<file path="config.mk">
export PLATFORM = sky130hd
export DESIGN_NAME = keypad_column_scanner
export DESIGN_NICKNAME = d
export VERILOG_FILES = /design/src/rtl/keypad_pkg.sv /design/src/rtl/keypad_row_decode.sv /design/src/rtl/keypad_column_scanner.sv
export SDC_FILE = /design/constraint.sdc
export NUM_CORES = 1
export LEC_CHECK = 0
export ABC_AREA = 1
export CAP_MARGIN = 20
export CORE_UTILIZATION = 50
export DETAILED_ROUTE_END_ITERATION = 8
export GPL_TIMING_DRIVEN = 0
export PLACE_DENSITY = 0.79
export REMOVE_ABC_BUFFERS = 1
export SYNTH_ARGS = -nofsm -noshare
export SYNTH_HDL_FRONTEND = slang
export SYNTH_SLANG_ARGS = --single-unit
export TNS_END_PERCENT = 100
</file>
<file path="constraint.sdc">
create_clock -name clk1k -period 2.6 [get_ports clk1k]
set_clock_uncertainty 0.1 [all_clocks]
set_input_delay 0.39 -clock clk1k [delete_from_list [all_inputs] [get_ports clk1k]]
set_output_delay 0.39 -clock clk1k [all_outputs]
set_load 0.05 [all_outputs]
</file>
<file path="src/rtl/keypad_pkg.sv">
// keypad_pkg: shared constants and types for the 4x3 keypad column scanner.
//   - Key code set: 0-9, KEY_STAR ('hA), KEY_HASH ('hB), KEY_NONE (41).
//   - One-hot column drive constants, scan FSM states, frame-result codes.
//   - next_column(): column rotation left -> middle -> right -> left.
package keypad_pkg;

    localparam logic [5:0] KEY_NONE = 6'd41;
    localparam logic [5:0] KEY_STAR = 6'hA;
    localparam logic [5:0] KEY_HASH = 6'hB;

    localparam logic [2:0] COL_LEFT  = 3'b100;
    localparam logic [2:0] COL_MID   = 3'b010;
    localparam logic [2:0] COL_RIGHT = 3'b001;

    typedef enum logic [1:0] {
        SCAN     = 2'd0,
        DEBOUNCE = 2'd1,
        HELD     = 2'd2
    } scan_state_e;

    typedef enum logic [1:0] {
        FRAME_NONE   = 2'd0,
        FRAME_SINGLE = 2'd1,
        FRAME_MULTI  = 2'd2
    } frame_res_e;

    // Any illegal pattern falls back to the left column so scanning recovers.
    function automatic logic [2:0] next_column(input logic [2:0] col);
        case (col)
            COL_LEFT: return COL_MID;
            COL_MID:  return COL_RIGHT;
            default:  return COL_LEFT;
        endcase
    endfunction

endpackage

</file>
<file path="src/rtl/keypad_row_decode.sv">
// keypad_row_decode: combinational key map for one scan slot.
//   columnas [2:0] in  : currently driven column (one-hot)
//   filas    [3:0] in  : row lines, bit3 = top row, 1 = pressed
//   code     [5:0] out : key code when exactly one row is set, else KEY_NONE
//   empty          out : no row set
//   multi          out : more than one row set
// This is the only place the physical key layout is encoded.
module keypad_row_decode
    import keypad_pkg::*;
(
    input  logic [2:0] columnas,
    input  logic [3:0] filas,
    output logic [5:0] code,
    output logic       empty,
    output logic       multi
);

    logic [1:0] row_idx;   // 0 = top row, 3 = bottom row
    logic       one_hot;

    always_comb begin
        row_idx = 2'd0;
        one_hot = 1'b0;
        case (filas)
            4'b1000: begin row_idx = 2'd0; one_hot = 1'b1; end
            4'b0100: begin row_idx = 2'd1; one_hot = 1'b1; end
            4'b0010: begin row_idx = 2'd2; one_hot = 1'b1; end
            4'b0001: begin row_idx = 2'd3; one_hot = 1'b1; end
            default: begin row_idx = 2'd0; one_hot = 1'b0; end
        endcase

        empty = (filas == 4'b0000);
        multi = !empty && !one_hot;

        code = KEY_NONE;
        if (one_hot) begin
            case (columnas)
                COL_LEFT: begin
                    case (row_idx)
                        2'd0:    code = 6'd1;
                        2'd1:    code = 6'd4;
                        2'd2:    code = 6'd7;
                        default: code = KEY_STAR;
                    endcase
                end
                COL_MID: begin
                    case (row_idx)
                        2'd0:    code = 6'd2;
                        2'd1:    code = 6'd5;
                        2'd2:    code = 6'd8;
                        default: code = 6'd0;
                    endcase
                end
                COL_RIGHT: begin
                    case (row_idx)
                        2'd0:    code = 6'd3;
                        2'd1:    code = 6'd6;
                        2'd2:    code = 6'd9;
                        default: code = KEY_HASH;
                    endcase
                end
                default: code = KEY_NONE;
            endcase
        end
    end

endmodule

</file>
<file path="src/rtl/keypad_column_scanner.sv">
// keypad_column_scanner: rotating one-hot column drive for a 4x3 keypad,
// whole-frame debouncing and a press/hold/release key protocol.
//   clk1k          in  : 1 kHz clock, all logic on rising edge
//   rst            in  : synchronous active-high reset
//   filas    [3:0] in  : row lines (bit3 = top row), 1 = pressed
//   columnas [2:0] out : one-hot column drive, 100 = left, 001 = right
//   num      [5:0] out : accepted key code, KEY_NONE (41) when idle
//   key_valid      out : one-cycle pulse when num takes a newly accepted code
//   key_held       out : high from acceptance until release is accepted
// Optional feature macro: KEYPAD_AUTOREPEAT_EN. When defined, a held key that
// is seen alone every frame re-issues key_valid every REPEAT_FRAMES frames.
module keypad_column_scanner
    import keypad_pkg::*;
#(
    parameter int SCAN_TICKS      = 4,
    parameter int DEBOUNCE_FRAMES = 3,
    parameter int REPEAT_FRAMES   = 50
) (
    input  logic       clk1k,
    input  logic       rst,
    input  logic [3:0] filas,
    output logic [2:0] columnas,
    output logic [5:0] num,
    output logic       key_valid,
    output logic       key_held
);

    if (SCAN_TICKS < 2 || DEBOUNCE_FRAMES < 1 || REPEAT_FRAMES < 1) begin : g_param_check
        $error("keypad_column_scanner: illegal parameter value");
    end

    localparam int TICK_W = $clog2(SCAN_TICKS);
    localparam int CNT_W  = $clog2(DEBOUNCE_FRAMES + 1);
    localparam logic [TICK_W-1:0] TICK_LAST = TICK_W'(SCAN_TICKS - 1);
    localparam logic [CNT_W-1:0]  CNT_DONE  = CNT_W'(DEBOUNCE_FRAMES);

    // Scan / frame accumulator state
    logic [TICK_W-1:0] tick_q, tick_d;
    logic [2:0]        col_q, col_d;
    logic [1:0]        acc_singles_q, acc_singles_d;  // saturates at 2
    logic [5:0]        acc_code_q, acc_code_d;
    logic              acc_multi_q, acc_multi_d;

    // FSM state
    scan_state_e       state_q, state_d;
    logic [5:0]        cand_q, cand_d;
    logic [CNT_W-1:0]  cnt_q, cnt_d, cnt_inc;
    logic [CNT_W-1:0]  rel_q, rel_d, rel_inc;

    // Registered outputs
    logic [5:0]        num_q, num_d;
    logic              key_valid_q, key_valid_d;
    logic              key_held_q, key_held_d;

`ifdef KEYPAD_AUTOREPEAT_EN
    localparam int REP_W = $clog2(REPEAT_FRAMES + 1);
    localparam logic [REP_W-1:0] REP_DONE = REP_W'(REPEAT_FRAMES);
    logic [REP_W-1:0]  rep_q, rep_d, rep_inc;
`endif

    // Slot decode and frame classification
    logic [5:0]  slot_code;
    logic        slot_empty, slot_multi, slot_single;
    logic        slot_end, frame_end;
    logic [1:0]  singles_now;
    logic        multi_now;
    logic [5:0]  frame_code;
    frame_res_e  frame_res;

    // FSM events handed to the output process
    logic        accept, release_key, repeat_pulse;

    keypad_row_decode u_row_decode (
        .columnas (col_q),
        .filas    (filas),
        .code     (slot_code),
        .empty    (slot_empty),
        .multi    (slot_multi)
    );

    assign slot_single = !slot_empty && !slot_multi;
    assign slot_end    = (tick_q == TICK_LAST);
    assign frame_end   = slot_end && (col_q == COL_RIGHT);

    // Column rotation and per-frame accumulation. The frame result is formed
    // from the accumulator plus the right-column slot sampled this cycle.
    always_comb begin
        tick_d = slot_end ? '0 : tick_q + 1'b1;
        col_d  = slot_end ? next_column(col_q) : col_q;

        singles_now = acc_singles_q;
        if (slot_single && acc_singles_q != 2'd2) begin
            singles_now = acc_singles_q + 2'd1;
        end
        multi_now  = acc_multi_q | slot_multi;
        frame_code = slot_single ? slot_code : acc_code_q;

        if (singles_now == 2'd0 && !multi_now) begin
            frame_res = FRAME_NONE;
        end else if (singles_now == 2'd1 && !multi_now) begin
            frame_res = FRAME_SINGLE;
        end else begin
            frame_res = FRAME_MULTI;
        end

        acc_singles_d = acc_singles_q;
        acc_code_d    = acc_code_q;
        acc_multi_d   = acc_multi_q;
        if (frame_end) begin
            acc_singles_d = 2'd0;
            acc_code_d    = KEY_NONE;
            acc_multi_d   = 1'b0;
        end else if (slot_end) begin
            acc_singles_d = singles_now;
            acc_code_d    = frame_code;
            acc_multi_d   = multi_now;
        end
    end

    // Next-state logic; the FSM only moves at frame end. MULTI frames take
    // the same path as NONE frames.
    always_comb begin
        state_d      = state_q;
        cand_d       = cand_q;
        cnt_d        = cnt_q;
        rel_d        = rel_q;
        cnt_inc      = cnt_q + 1'b1;
        rel_inc      = rel_q + 1'b1;
        accept       = 1'b0;
        release_key  = 1'b0;
        repeat_pulse = 1'b0;
`ifdef KEYPAD_AUTOREPEAT_EN
        rep_d        = rep_q;
        rep_inc      = rep_q + 1'b1;
`endif

        if (frame_end) begin
            case (state_q)
                SCAN: begin
                    if (frame_res == FRAME_SINGLE) begin
                        cand_d = frame_code;
                        if (DEBOUNCE_FRAMES == 1) begin
                            state_d = HELD;
                            cnt_d   = '0;
                            rel_d   = '0;
                            accept  = 1'b1;
                        end else begin
                            state_d = DEBOUNCE;
                            cnt_d   = CNT_W'(1);
                        end
                    end
                end
                DEBOUNCE: begin
                    if (frame_res == FRAME_SINGLE) begin
                        if (frame_code == cand_q) begin
                            if (cnt_inc == CNT_DONE) begin
                                state_d = HELD;
                                cnt_d   = '0;
                                rel_d   = '0;
                                accept  = 1'b1;
                            end else begin
                                cnt_d = cnt_inc;
                            end
                        end else begin
                            cand_d = frame_code;
                            cnt_d  = CNT_W'(1);
                        end
                    end else begin
                        state_d = SCAN;
                        cnt_d   = '0;
                    end
                end
                HELD: begin
                    if (frame_res == FRAME_SINGLE) begin
                        // Any lone key keeps the hold alive; a different key
                        // is not reported until a full release.
                        rel_d = '0;
`ifdef KEYPAD_AUTOREPEAT_EN
                        if (frame_code == cand_q) begin
                            if (rep_inc == REP_DONE) begin
                                rep_d        = '0;
                                repeat_pulse = 1'b1;
                            end else begin
                                rep_d = rep_inc;
                            end
                        end else begin
                            rep_d = '0;
                        end
`endif
                    end else begin
`ifdef KEYPAD_AUTOREPEAT_EN
                        rep_d = '0;
`endif
                        if (rel_inc == CNT_DONE) begin
                            state_d     = SCAN;
                            rel_d       = '0;
                            release_key = 1'b1;
                        end else begin
                            rel_d = rel_inc;
                        end
                    end
                end
                default: begin
                    state_d = SCAN;
                    cnt_d   = '0;
                    rel_d   = '0;
                end
            endcase
        end
    end

    // Output logic; outputs are registered so num and key_valid change together.
    always_comb begin
        num_d       = num_q;
        key_held_d  = key_held_q;
        key_valid_d = accept | repeat_pulse;
        if (accept) begin
            num_d      = cand_d;
            key_held_d = 1'b1;
        end else if (release_key) begin
            num_d      = KEY_NONE;
            key_held_d = 1'b0;
        end
    end

    // State register
    always_ff @(posedge clk1k) begin
        if (rst) begin
            tick_q        <= '0;
            col_q         <= COL_LEFT;
            acc_singles_q <= 2'd0;
            acc_code_q    <= KEY_NONE;
            acc_multi_q   <= 1'b0;
            state_q       <= SCAN;
            cand_q        <= KEY_NONE;
            cnt_q         <= '0;
            rel_q         <= '0;
            num_q         <= KEY_NONE;
            key_valid_q   <= 1'b0;
            key_held_q    <= 1'b0;
`ifdef KEYPAD_AUTOREPEAT_EN
            rep_q         <= '0;
`endif
        end else begin
            tick_q        <= tick_d;
            col_q         <= col_d;
            acc_singles_q <= acc_singles_d;
            acc_code_q    <= acc_code_d;
            acc_multi_q   <= acc_multi_d;
            state_q       <= state_d;
            cand_q        <= cand_d;
            cnt_q         <= cnt_d;
            rel_q         <= rel_d;
            num_q         <= num_d;
            key_valid_q   <= key_valid_d;
            key_held_q    <= key_held_d;
`ifdef KEYPAD_AUTOREPEAT_EN
            rep_q         <= rep_d;
`endif
        end
    end

    assign columnas  = col_q;
    assign num       = num_q;
    assign key_valid = key_valid_q;
    assign key_held  = key_held_q;

endmodule
</file>
==> results of run 1 <==
## registers in the layout, summed over array words and instances, names as in the netlist
register and cells:
rel_q 2, cnt_q 2, num 6, state_q 2, tick_q 2, key_held 1, columnas 3, acc_multi_q 1
cand_q 6, key_valid 1, acc_code_q 6, acc_singles_q 2
## routing by layer
metal	wire length [µm]	track usage, %	vias to the layer above
met1	2270	29.5	915
li1	-	-	1086
met3	208	4.73	7
met5	0	0	-
met4	73	9.57	0
met2	2030	36.1	38
## area by class of cell
class	count	area [µm²]
clock buffers	6	82.6
clock inverters	2	12.5
fillers	398	1590
inverters	53	199
multi-input cells	234	1290
flip-flops and latches	34	681
well taps	50	62.6
repair buffers	20	175
## kinds of logic after synthesis
family | count (synthesis) | share of synthesized area (%)
adders and majority gates | 8 | 4.63
xor gates and xnor gates | 1 | 1.27
DFF | 34 | 31.5
buffers and inverters | 56 | 10.1
and+or+nand+nor | 189 | 42.7
AOI/OAI and AO/OA | 36 | 9.84
## placed cells by master, fill, tap and decap left out, drive strengths merged
| cell | Yosys | final |
|---|---|---|
| clkdlybuf4s15 | 0 | 1 |
| clkinvlp | 0 | 1 |
| or2 | 3 | 3 |
| nor3 | 3 | 3 |
| clkinv | 2 | 2 |
| inv | 51 | 52 |
| xor2 | 1 | 1 |
| o2111ai | 1 | 1 |
| o22ai | 4 | 4 |
| a31oi | 2 | 2 |
| nand2 | 98 | 98 |
| o211ai | 4 | 4 |
| nand3 | 29 | 29 |
| clkbuf | 2 | 9 |
| o21ai | 13 | 13 |
| clkdlybuf4s50 | 0 | 12 |
| nor2 | 37 | 37 |
| o21a | 3 | 3 |
| nand4 | 17 | 17 |
| nand3b | 2 | 2 |
| ha | 8 | 8 |
| buf | 1 | 4 |
| dfxtp | 34 | 34 |
| a21oi | 9 | 9 |
## power by group
group | internal (µW) | leakage [µW] | switching [µW]
clock | 213 | 0.0000472 | 205
sequential | 531 | 0.000275 | 8.32
combinational | 69.8 | 0.000869 | 139
## critical path, stage by stage
cell                              delay, ns
sky130_fd_sc_hd__clkdlybuf4s15_1       0.26
sky130_fd_sc_hd__inv_1                 0.07
sky130_fd_sc_hd__nand2_2               0.07
sky130_fd_sc_hd__nand3_4               0.12
sky130_fd_sc_hd__ha_1                  0.30
sky130_fd_sc_hd__nand3b_1              0.15
sky130_fd_sc_hd__nand3_1               0.10
sky130_fd_sc_hd__nand2_1               0.09
sky130_fd_sc_hd__nand2_1               0.09
sky130_fd_sc_hd__nand2_1               0.05
sky130_fd_sc_hd__nand2_1               0.07
sky130_fd_sc_hd__inv_1                 0.05
sky130_fd_sc_hd__nor2_2                0.11
sky130_fd_sc_hd__nand3_2               0.12
sky130_fd_sc_hd__inv_2                 0.10
sky130_fd_sc_hd__nand3_2               0.11
sky130_fd_sc_hd__inv_2                 0.10
sky130_fd_sc_hd__nand2_1               0.06
sky130_fd_sc_hd__nand2_1               0.06
sky130_fd_sc_hd__inv_1                 0.04
## worst paths after layout
| path | slack [ns] | start | cells after the start | end |
|---|---|---|---|---|
| worst max-delay path | 0.18 | filas[1] | 20 | num[0] |
| worst min-delay path | 0.33 | tick_q[0] | 1 | tick_q[0] |
| worst max register to register | 0.30 | tick_q[0] | 12 | num[0] |
| worst min register to register | 0.33 | tick_q[0] | 1 | tick_q[0] |
## Yosys cell counts (all sizes together)
| cell | number |
|---|---|
| a21oi | 9 |
| clkbuf | 2 |
| nand3b | 2 |
| nand3 | 29 |
| or2 | 3 |
| inv | 51 |
| nand2 | 98 |
| dfxtp | 34 |
| buf | 1 |
| nor2 | 37 |
| ha | 8 |
| o21ai | 13 |
| o22ai | 4 |
| xor2 | 1 |
| o211ai | 4 |
| nor3 | 3 |
| a31oi | 2 |
| nand4 | 17 |
| o2111ai | 1 |
| clkinv | 2 |
| o21a | 3 |
## stage by stage
| stage | power, µW | instances | utilization [%] | hold WS, ns |
|---|---|---|---|---|
| final | 1170 | 399 | 61.1 | 0.327 |
| after global routing | 1210 | 399 | 61.1 | 0.353 |
| after CTS | 1160 | 398 | 60.8 | 0.327 |
| after detailed placement | 746 | 387 | 57.9 | 0.311 |
| after global placement | 743 | 387 | 57.9 | 0.313 |
| after floorplan | 697 | 321 | - | 0.299 |
## what timing repair did
item | CTS | global route
resized for setup | 6 | 14
setup buffers | 3 | 1
endpoints found under the setup margin | 14 | 11
pin swaps | 2 | 6
cloned | 0 | 0
==> results_tabular.tex, run 1 <==
\begin{tabular}{lr}
\hline
Metric & Value \\
\hline
\multicolumn{2}{l}{\textbf{Timing}} \\
\quad Final critical delay including setup and external delays & $\sim$2.4 ns \\
\quad Post-route fraction of the period consumed by the critical path & between 90\% and 100\% \\
\quad Worst Max-Slew Pin Slew & 0.506 ns \\
\quad Number of endpoints failing setup at the final stage & 0 \\
\quad Number of endpoints with negative hold slack in the final report & 0 \\
\quad Least setup slack across all paths after layout & between 0.15 and 0.2 ns \\
\quad Setup TNS & 0 ns \\
\quad Highest clock frequency the design can meet & approximately 410 MHz \\
\quad Number of max-slew violations in the final report & 0 \\
\quad Max\_slew headroom & between 60\% and 70\% \\
\multicolumn{2}{l}{\textbf{Floorplan}} \\
\quad Effective utilization at floorplan & between 50 and 60\% \\
\quad Core Box Area & 4090 µm² \\
\quad Number of placement rows & 23 \\
\quad Die X & between 60 and 70 µm \\
\quad DIE AREA & 4590 µm² \\
\quad I/O pin count & 17 \\
\quad Die H & 67.8 µm \\
\multicolumn{2}{l}{\textbf{Synth}} \\
\quad Avg Synthesized Cell Area & between 6 and 7 µm² \\
\quad Top area cells in the synthesized netlist & sky130\_fd\_sc\_hd\_\_dfxtp\_1, sky130\_fd\_sc\_hd\_\_nand2\_1, sky130\_fd\_sc\_hd\_\_inv\_1 \\
\quad Yosys warnings & 0 \\
\quad Sequential element share of the synthesized area & a little under a third \\
\quad Top cell type's share of synthesized area & 31.5\% \\
\quad Post-synthesis cell type with the largest combined area & sky130\_fd\_sc\_hd\_\_dfxtp\_1 \\
\quad Area of the mapped netlist & 2160 µm² \\
\quad Flip-flop and latch count after synthesis & 34 \\
\quad Number of library cell types mapped by synthesis & 32 \\
\quad Gate count of the mapped netlist & $\sim$320 \\
\multicolumn{2}{l}{\textbf{Status}} \\
\quad Run status & complete, no violations \\
\multicolumn{2}{l}{\textbf{Finish}} \\
\quad Share of layout cells above drive strength 1 & between 10\% and 20\% \\
\quad Diode count & 0 \\
\quad Layout net count & about 360 \\
\quad Layout Cell Area excl Fill & 2500 µm² \\
\quad Signed area change from the synthesized netlist to the final layout & 15.6\% \\
\multicolumn{2}{l}{\textbf{Placement}} \\
\quad Worst setup slack before clock tree synthesis & -0.613 ns \\
\quad Final estimated routing congestion in global placement & roughly 0.84 \\
\quad DP HPWL & between 3 and 4 mm \\
\quad Number of buffers added on ports & 16 \\
\quad DP Area & around 2400 µm² \\
\multicolumn{2}{l}{\textbf{GRT}} \\
\quad Global-route wire length before repair & roughly 7.8 mm \\
\quad Via count of the first global-routing pass & roughly 1800 \\
\quad All-layer global routing usage & around 23\% \\
\quad Largest net degree at the start of global routing & 18 \\
\quad Initial antenna violation count & 0 \\
\quad Overflow after GRT & 0 \\
\multicolumn{2}{l}{\textbf{Setup path}} \\
\quad Endpoint kind of the worst setup timing path & flip-flop \\
\quad Required time worst endpoint & $\sim$2.7 ns \\
\quad Kind of critical path & in2reg \\
\quad Critical Path Fanout Max & 6 \\
\quad Endpoint arrival time on the critical path & 2.52 ns \\
\quad Setup crit start kind & input pin \\
\multicolumn{2}{l}{\textbf{Clock tree}} \\
\quad Worst-Skew Late Latency & $\sim$0.29 ns \\
\quad Clk buf depth & 2 \\
\quad CTS Hold Bufs & 0 \\
\quad Clock-pin transition on the worst setup and hold timing paths & 0.08 ns \\
\quad CTS Sinks & 34 \\
\quad CTS Root Cell & sky130\_fd\_sc\_hd\_\_clkbuf\_8 \\
\quad Clock tree from TritonCTS & done \\
\quad Number of buffers inserted during clock tree synthesis & 5 \\
\quad Htree depth & 2 \\
\multicolumn{2}{l}{\textbf{Drt}} \\
\quad Routed wirelength normalized by instance count & approximately 11 µm \\
\quad \# DRC & 0 \\
\quad Number of optimization iterations in the first detailed-route pass & 4 \\
\quad Final antenna-violating net count & 0 \\
\quad Initial detailed-routing violation count & approximately 120 \\
\quad WL final & about 4.6 mm \\
\quad Via Count & slightly above 2000 \\
\quad Vias per cell & about 5.1 \\
\multicolumn{2}{l}{\textbf{Power}} \\
\quad Maximum vdd drop & about 0.36 mV \\
\quad Static Leakage & 0.00119 µW \\
\quad Power per unit of standard cell area & between 400 and 500 nW/µm² \\
\multicolumn{2}{l}{\textbf{Hold path}} \\
\quad Hold Path Class & reg2reg \\
\multicolumn{2}{l}{\textbf{Flow run}} \\
\quad Max-Cap Viols & 0 \\
\hline
\end{tabular}
Note: power is estimated with default switching activity, not from simulation.
==> run 2: changes to the inputs <==
- CORE_ASPECT_RATIO: default -> 0.75
==> run 2 against run 1 <==
Compared with the run above: setup slack improved by 0.065 ns; die area is essentially flat; critical path depth decreased by 8; cell count increased by 1.3%; maximum frequency grew 2.7%; wire length up 3.3%; sequential cell count is the same; power down 0.98%; design area about the same.
==> results_tabular.tex, run 2 (synthesized netlist as in run 1, its figures left out) <==
\begin{tabular}{lr}
\hline
Metric & Value \\
\hline
\multicolumn{2}{l}{\textbf{Timing}} \\
\quad Final critical delay including setup and external delays & roughly 2.4 ns \\
\quad Max\_slew headroom & 66.8\% \\
\quad Post-route fraction of the period consumed by the critical path & about 90\% \\
\quad Least setup slack across all paths after layout & $\sim$0.24 ns \\
\quad Number of endpoints failing setup at the final stage & 0 \\
\quad Number of endpoints with negative hold slack in the final report & 0 \\
\quad RSZ-0062 raised after global routing & false \\
\quad Number of max-slew violations in the final report & 0 \\
\quad Worst Max-Slew Pin Slew & just under 0.5 ns \\
\quad Setup TNS & 0 ns \\
\quad Highest clock frequency the design can meet & around 420 MHz \\
\multicolumn{2}{l}{\textbf{Clock tree}} \\
\quad Worst-Skew Late Latency & 0.29 ns \\
\quad Number of buffers inserted during clock tree synthesis & 5 \\
\quad Clock-pin transition on the worst setup and hold timing paths & about 0.07 ns \\
\quad CTS Sinks & 34 \\
\quad Clock tree from TritonCTS & done \\
\quad Htree depth & 2 \\
\quad CTS Hold Bufs & 0 \\
\quad Clk buf depth & 2 \\
\quad CTS Root Cell & sky130\_fd\_sc\_hd\_\_clkbuf\_8 \\
\multicolumn{2}{l}{\textbf{Setup path}} \\
\quad Crit-path cells & ha\_1, inv\_2, nor2\_4, inv\_1, nor2\_1, nand2\_2, nor3\_4, nand3\_2, inv\_2, nand2\_1, nand2\_1, inv\_1 \\
\quad Critical Path Fanout Max & 10 \\
\quad Endpoint kind of the worst setup timing path & flip-flop \\
\quad Kind of critical path & reg2reg \\
\quad Slowest library cell on the worst path & sky130\_fd\_sc\_hd\_\_dfxtp\_1 \\
\quad Startpoint of the most critical register-to-register path & tick\_q[0] \\
\quad Endpoint of the most critical register-to-register path & num[5] \\
\quad Endpoint arrival time on the critical path & between 2 and 2.5 ns \\
\quad CP peak stage delay & $\sim$0.34 ns \\
\quad Reg-to-reg setup timing slack & between 0.2 and 0.25 ns \\
\quad Worst R2R Path Depth & 12 \\
\quad Number of buffer and inverter stages on the critical path & 4 \\
\quad Cell family with the largest share of critical-path delay & simple AND/OR/NAND/NOR gates \\
\quad Setup crit start kind & flip-flop \\
\quad Required time worst endpoint & approximately 2.7 ns \\
\multicolumn{2}{l}{\textbf{GRT}} \\
\quad Largest net degree at the start of global routing & 18 \\
\quad All-layer global routing usage & $\sim$23\% \\
\quad Global-route wire length before repair & slightly above 8 mm \\
\quad Via count of the first global-routing pass & about 1800 \\
\quad Initial antenna violation count & 0 \\
\quad Overflow after GRT & 0 \\
\multicolumn{2}{l}{\textbf{Floorplan}} \\
\quad DIE AREA & 4590 µm² \\
\quad Number of placement rows & 20 \\
\quad I/O pin count & 17 \\
\quad Core Box Area & 4100 µm² \\
\quad Effective utilization at floorplan & about 53\% \\
\quad Die H & between 50 and 60 µm \\
\quad Die X & roughly 78 µm \\
\multicolumn{2}{l}{\textbf{Finish}} \\
\quad Share of layout cells above drive strength 1 & 17.2\% \\
\quad Signed area change from the synthesized netlist to the final layout & 15.6\% \\
\quad Highest-count cells in the layout ignoring fill and taps & sky130\_fd\_sc\_hd\_\_nand2\_1, sky130\_fd\_sc\_hd\_\_inv\_1, sky130\_fd\_sc\_hd\_\_dfxtp\_1 \\
\quad Diode count & 0 \\
\quad Most common library cell in the layout ignoring fill and taps & sky130\_fd\_sc\_hd\_\_nand2\_1 \\
\quad Layout net count & 362 \\
\quad Final core occ & between 60\% and 70\% \\
\multicolumn{2}{l}{\textbf{Power}} \\
\quad Portion of total power attributed to sequential cells & a little under half \\
\quad Total Power Consumption & approximately 1200 µW \\
\quad NetSw & approximately 350 µW \\
\quad Comb power frac & between 10\% and 20\% \\
\quad Switching part of the total power & about 30\% \\
\quad Maximum vdd drop & slightly above 0.3 mV \\
\quad Clock network fraction of total power & 35.5\% \\
\quad Internal Power & around 810 µW \\
\quad Static Leakage & between 0.001 and 0.0015 µW \\
\quad Power per unit of standard cell area & between 400 and 500 nW/µm² \\
\multicolumn{2}{l}{\textbf{Drt}} \\
\quad Routed wirelength normalized by instance count & between 10 and 15 µm \\
\quad Via Count & 2108 \\
\quad \# DRC & 0 \\
\quad Number of optimization iterations in the first detailed-route pass & 5 \\
\quad Final antenna-violating net count & 0 \\
\quad Vias per cell & around 5.2 \\
\quad Initial detailed-routing violation count & 162 \\
\quad WL final & 4.73 mm \\
\multicolumn{2}{l}{\textbf{Hold path}} \\
\quad WHS Endpoint & tick\_q[0] \\
\quad Hold Path Class & reg2reg \\
\quad Cell depth of the worst hold path & 1 \\
\quad Beginning of the worst hold path & tick\_q[0] \\
\multicolumn{2}{l}{\textbf{Placement}} \\
\quad DP HPWL & 3.67 mm \\
\quad Final estimated routing congestion in global placement & $\sim$0.85 \\
\quad Worst setup slack before clock tree synthesis & -0.592 ns \\
\quad Number of buffers added on ports & 16 \\
\multicolumn{2}{l}{\textbf{Status}} \\
\quad Run status & complete, no violations \\
\multicolumn{2}{l}{\textbf{Flow run}} \\
\quad Max-Cap Viols & 0 \\
\hline
\end{tabular}
==> run 2: per-stage QoR <==
step / std cells / cell area (µm²) / hold slack (ns)
3_5_place_dp: 392 / 2370 / 0.314
5_1_grt: 404 / 2500 / 0.337
2_1_floorplan: 321 / 2140 / 0.299
3_3_place_gp: 392 / 2370 / 0.309
6_report: 404 / 2500 / 0.342
4_1_cts: 402 / 2480 / 0.325
==> run 2: routing by layer <==
metal	GRT usage (%)	up-vias	share of wire, %
met3	4.65	9	5.6
met4	6.08	0	1.3
li1	-	1100	-
met2	34.1	52	41
met1	34.0	947	52
met5	0	-	0
==> run 2: timing repair <==
item,in CTS,in global routing
pin swaps,1,2
setup endpoints to repair,14,11
gates resized for setup,6,15
gates cloned,0,0
buffers inserted,2,2
==> run 2: layout make-up <==
cell class / count / area, µm²
timing repair buffer: 20 / 170
inverter: 53 / 199
clock inverter: 2 / 12.5
sequential: 34 / 681
tap: 55 / 68.8
multi-input combinational: 234 / 1290
clock buffer: 6 / 82.6
fill: 416 / 1600
==> run 2: worst max-delay path by stage <==
stage | start | endpoint | slack [ns] | cells after the start
3_3_place_gp | filas[2] | num[0] | -0.55 | 21
3_5_place_dp | filas[2] | num[0] | -0.59 | 21
6_report | tick_q[0] | num[5] | 0.24 | 12
2_1_floorplan | filas[1] | num[0] | 0.32 | 19
4_1_cts | filas[2] | num[5] | 0.12 | 19
5_1_grt | filas[3] | num[5] | 0.06 | 20
==> run 2: power groups by stage <==
stage / Combinational [µW] / Sequential (µW) / Clock (µW)
after floorplan: 140 / 557 / 0
after global placement: 193 / 551 / 0
after detailed placement: 198 / 551 / 0
after CTS: 199 / 539 / 417
after global routing: 228 / 540 / 443
final: 205 / 539 / 410
